`src/rtl/display_scan_controller.sv`:
```
// Scan sequencer for a 4-digit multiplexed 7-segment display: blanking gaps
// between digits, a once-per-frame digit snapshot, and blinking of the adjusted field.
module display_scan_controller #(
  parameter int ON_CYCLES    = 100000,
  parameter int BLANK_CYCLES = 1000,
  parameter int BLINK_DIV    = 25000000
) (
  input  logic       clk,
  input  logic       rst,
  input  logic       adj,
  input  logic       sel,
  input  logic [3:0] s0,
  input  logic [3:0] s1,
  input  logic [3:0] m0,
  input  logic [3:0] m1,
  output logic [3:0] an,
  output logic [7:0] segment,
  output logic       frame_start
);

  localparam int CNT_MAX = (ON_CYCLES > BLANK_CYCLES) ? ON_CYCLES : BLANK_CYCLES;
  localparam int CW      = $clog2(CNT_MAX + 1);
  localparam int BW      = $clog2(BLINK_DIV + 1);

  typedef enum logic {S_BLANK, S_ON} state_e;

  state_e        state_q, state_d;
  logic [CW-1:0] cnt_q, cnt_d;
  logic [1:0]    idx_q, idx_d;
  logic [BW-1:0] blinkCnt_q, blinkCnt_d;
  logic          blinkPhase_q, blinkPhase_d;
  logic [3:0]    snap_q [4];
  logic [3:0]    an_q, an_d;
  logic [7:0]    seg_q, seg_d;
  logic          frameStart_q;
  logic          snapLoad;
  logic          fieldBlanked;

  function automatic logic [7:0] decode(input logic [3:0] v);
    case (v)
      4'd0:    decode = 8'hC0;
      4'd1:    decode = 8'hF9;
      4'd2:    decode = 8'hA4;
      4'd3:    decode = 8'hB0;
      4'd4:    decode = 8'h99;
      4'd5:    decode = 8'h92;
      4'd6:    decode = 8'h82;
      4'd7:    decode = 8'hF8;
      4'd8:    decode = 8'h80;
      4'd9:    decode = 8'h90;
      default: decode = 8'hFF;
    endcase
  endfunction

  // Outputs are computed from the next scan position so they line up with the state register.
  always_comb begin
    state_d      = state_q;
    cnt_d        = cnt_q + 1'b1;
    idx_d        = idx_q;
    blinkCnt_d   = '0;
    blinkPhase_d = 1'b0;
    an_d         = 4'hF;
    seg_d        = 8'hFF;
    snapLoad     = (state_q == S_BLANK) && (idx_q == 2'd0) && (cnt_q == '0);

    case (state_q)
      S_BLANK: begin
        if (cnt_q == CW'(BLANK_CYCLES - 1)) begin
          state_d = S_ON;
          cnt_d   = '0;
        end
      end
      S_ON: begin
        if (cnt_q == CW'(ON_CYCLES - 1)) begin
          state_d = S_BLANK;
          cnt_d   = '0;
          idx_d   = idx_q + 2'd1;
        end
      end
      default: begin
        state_d = S_BLANK;
        cnt_d   = '0;
      end
    endcase

    if (adj) begin
      blinkPhase_d = blinkPhase_q;
      if (blinkCnt_q == BW'(BLINK_DIV - 1)) begin
        blinkPhase_d = ~blinkPhase_q;
      end else begin
        blinkCnt_d = blinkCnt_q + 1'b1;
      end
    end

    // sel=1 owns the seconds digits (idx 0,1), sel=0 the minutes digits (idx 2,3).
    fieldBlanked = adj && blinkPhase_q && (sel ? ~idx_d[1] : idx_d[1]);
    if (state_d == S_ON) begin
      an_d  = ~(4'b0001 << idx_d);
      seg_d = fieldBlanked ? 8'hFF : decode(snap_q[idx_d]);
    end
  end

  always_ff @(posedge clk or posedge rst) begin
    if (rst) begin
      state_q      <= S_BLANK;
      cnt_q        <= '0;
      idx_q        <= 2'd0;
      blinkCnt_q   <= '0;
      blinkPhase_q <= 1'b0;
      an_q         <= 4'hF;
      seg_q        <= 8'hFF;
      frameStart_q <= 1'b0;
      for (int i = 0; i < 4; i++) snap_q[i] <= 4'd0;
    end else begin
      state_q      <= state_d;
      cnt_q        <= cnt_d;
      idx_q        <= idx_d;
      blinkCnt_q   <= blinkCnt_d;
      blinkPhase_q <= blinkPhase_d;
      an_q         <= an_d;
      seg_q        <= seg_d;
      frameStart_q <= snapLoad;
      if (snapLoad) begin
        snap_q[0] <= s0;
        snap_q[1] <= s1;
        snap_q[2] <= m0;
        snap_q[3] <= m1;
      end
    end
  end

  assign an          = an_q;
  assign segment     = seg_q;
  assign frame_start = frameStart_q;

endmodule

```
`config.mk`:
```
export PLATFORM = sky130hd
export DESIGN_NAME = display_scan_controller
export DESIGN_NICKNAME = d
export VERILOG_FILES = /design/src/rtl/display_scan_controller.sv
export SDC_FILE = /design/constraint.sdc
export NUM_CORES = 1
export LEC_CHECK = 0
export CAP_MARGIN = 25
export CORE_MARGIN = 5
export CORE_UTILIZATION = 50
export DETAILED_ROUTE_END_ITERATION = 16
export GPL_TIMING_DRIVEN = 0
export PLACE_DENSITY_LB_ADDON = 0.2
export SYNTH_ARGS = -nofsm -noshare
export SYNTH_HDL_FRONTEND = slang
export SYNTH_SLANG_ARGS = --single-unit
```
`constraint.sdc`:
```
create_clock -name clk -period 6.2 [get_ports clk]
set_clock_uncertainty 0.05 [all_clocks]
set_input_delay 1.24 -clock clk [delete_from_list [all_inputs] [get_ports clk]]
set_output_delay 1.24 -clock clk [all_outputs]
set_load 0.05 [all_outputs]
```
==> results_dict.tcl <==
set metrics [dict create \
    synth.top_cell.area_share_pct 41.9 \
    fin_crit_ns 2.95 \
    first_pass_iters 4 \
    overflow 0 \
    yosysUniqueCellTypes 41 \
    cts_hold_buf 0 \
    powerDensity_nw_per_um2 209 \
    nets 416 \
    cts_buffers 9 \
    track_usage_pct 16.4 \
    die_area_um2 9350 \
    die_h_um 96.7 \
    num_antenna_cells 0 \
    arrival_ns 1.66 \
    drtIter0Drc 126 \
    tritoncts "yes" \
    setup_viol 0 \
    cap_violations 0 \
    hold_viol 0 \
    ioPinCount 33 \
    rsz0062_at_grt "no" \
    grt_max_degree 71 \
    clock-sinks 74 \
    hold_class "flip-flop to flip-flop" \
    netlist_area_um2 3760 \
    hpwl_um 5140 \
    drc 0 \
    clock_path_buffers 2 \
    fin_setup_tns_ns 0 \
    met1_usage_pct 23.1 \
    cp_top_family "buffers and inverters" \
    cp_num_buf_inv 1 \
    rows 31 \
    cp-start-kind "flip-flop" \
    grt_antenna_before_repair 0 \
    worstPathMaxFanout 1 \
    htree_levels 3 \
    cts_setup_buffers 0 \
    gp_congestion 0.819 \
    ys.flop_type "dfrtp_1" \
    path_cells "clkdlybuf4s50_1" \
    die_w_um 96.7 \
    power.leakage_nw 1.89 \
    end_kind "output pin" \
    core_area_um2 7290 \
    slowest_delay_ns 0.80 \
    port_buffers 31 \
    synth_area_leader_cell "dfrtp_1" \
    ant_nets 0 \
    grtUsageMet2_pct 24.3 \
    clk_latency_ns 0.35 \
    synth_cells 348 \
    layout_setup_ws_ns 3.25 \
    worst_pin_slew_ns 0.554 \
    busiest_layer "met2" \
    dp_worst_setup_slack_ns 3.32 \
    finalCritPeriodShare_pct 47.6 \
    fin_util_pct 60.5 \
    slew_violations 0 \
    peakVddDrop_v 0.000139 \
    yosysMostFrequentCell "dfrtp_1" \
    yosys_register_bits 74 \
    whs_ns 0.442 \
    critPathSlowestCell "clkdlybuf4s50_1" \
    cts_root_buffer "clkbuf_8" \
    num_vias 2689 \
    path_clk_slew_ns 0.08 \
    drt_wl_total_um 7200 \
    status "finished, final reports clean" \
    async_flop_share_pct 100 \
    synth_edf_count 0 \
    synth_common_cells "dfrtp_1 (63), nor2_1 (48), nand2_1 (28)" \
    required_ns 4.91 \
    area_growth_pct 17.3 \
    setup.worst_path.class "flip-flop to output pin" \
    synthTopCellsByArea "dfrtp_1 (42%), dfstp_2 (7.7%), xor2_1 (6.3%)" \
    final_layout_size_suffix_gt1_share_pct 16.9 \
    cts_resized 0 \
    synth_seq_area_share_pct 49.6 \
    grtUsageMet3_pct 5.04 \
    wire_per_inst_um 14.5 \
    initial_core_util_pct 51.5 \
    yosysWarnings 0 \
    relSlewSlack_pct 62.8 \
    grt_pass1_vias 2673 \
    grt_pass1_wl_um 12700 \
    syn_avg_cell_area_um2 10.8 \
    synthesis.nets 373 \
    timing.fmax_mhz 339 \
    routed_via_density 5.43 \
]
through the flow:
stage | total power, mW | area [um^2] | std cells
6_report | 0.920 | 4410 | 495
3_5_place_dp | 0.563 | 4220 | 479
3_3_place_gp | 0.559 | 4190 | 478
2_1_floorplan | 0.537 | 3760 | 348
5_1_grt | 0.959 | 4410 | 495
4_1_cts | 0.928 | 4410 | 495
kinds of logic (layout without fill, tap and decap cells):
group                    Yosys count  after routing  synth area share, %
AND/OR/NAND/NOR                  151            151                 20.3
flip-flops                        74             74                 49.6
XOR/XNOR                          42             42                 9.79
multiplexers                      30             30                 11.3
buffers and inverters             24             72                 2.93
AO/OA/AOI/OAI                     21             21                 4.33
adder cells (fa/ha/maj)            5              5                 1.66
other                              1              1               0.0998
flip-flops by register name, indices dropped and copies added, names as in the netlist:
| register | cells |
|---|---|
| an | 4 |
| cnt_q | 17 |
| idx_q | 2 |
| state_q | 1 |
| blinkCnt_q | 25 |
| snap_q | 16 |
| blinkPhase_q | 1 |
| frame_start | 1 |
| segment | 7 |
cells in the final DEF, fill, tap and decap left out, types with 5 or more instances in the layout:
cell / synthesis / final
a21oi_1: 7 / 7
and3_1: 6 / 6
clkbuf_1: 7 / 8
clkbuf_8: 0 / 9
clkdlybuf4s50_1: 0 / 31
dfrtp_1: 63 / 63
dfstp_2: 11 / 11
ha_1: 5 / 5
inv_1: 12 / 11
mux2_2: 18 / 18
mux4_2: 8 / 8
nand2_1: 28 / 28
nand3_1: 23 / 23
nand4_1: 7 / 7
nor2_1: 48 / 48
nor3_1: 10 / 10
o21ai_0: 8 / 8
or3_1: 6 / 6
xnor2_1: 15 / 15
xor2_1: 27 / 27
worst paths after layout:
| check | from | to | slack, ns | cells after the start |
|---|---|---|---|---|
| max in group asynchronous | rst | segment[0] | 4.48 | 3 |
| min reg2reg | cnt_q[0] | cnt_q[0] | 0.44 | 1 |
| min | cnt_q[0] | cnt_q[0] | 0.44 | 1 |
| max reg2reg | cnt_q[11] | segment[3] | 3.28 | 10 |
| max | an[3] | an[3] | 3.25 | 1 |
| min in group asynchronous | rst | snap_q[9] | 1.06 | 2 |
report_power, final:
part           switching [mW]  internal [mW]
Sequential            0.00572          0.490
Clock                   0.182          0.184
Combinational          0.0296         0.0282
Total                   0.218          0.702
routing by layer:
metal / share of wire, % / vias up / wire length, um
met2: 45 / 70 / 3240
met1: 49 / 1323 / 3510
met5: 0 / - / 0
li1: - / 1289 / -
met3: 4.8 / 7 / 344
met4: 1.5 / 0 / 106
cell type report:
cell class / count / area (um^2)
Multi-Input combinational cell: 250 / 1780
Tap cell: 99 / 124
Sequential cell: 74 / 1870
Fill cell: 645 / 2880
Clock buffer: 10 / 128
Buffer: 12 / 65.1
Timing Repair Buffer: 32 / 338
Inverter: 12 / 47.5
Clock inverter: 6 / 58.8
Note: power is estimated with default switching activity, not from simulation.
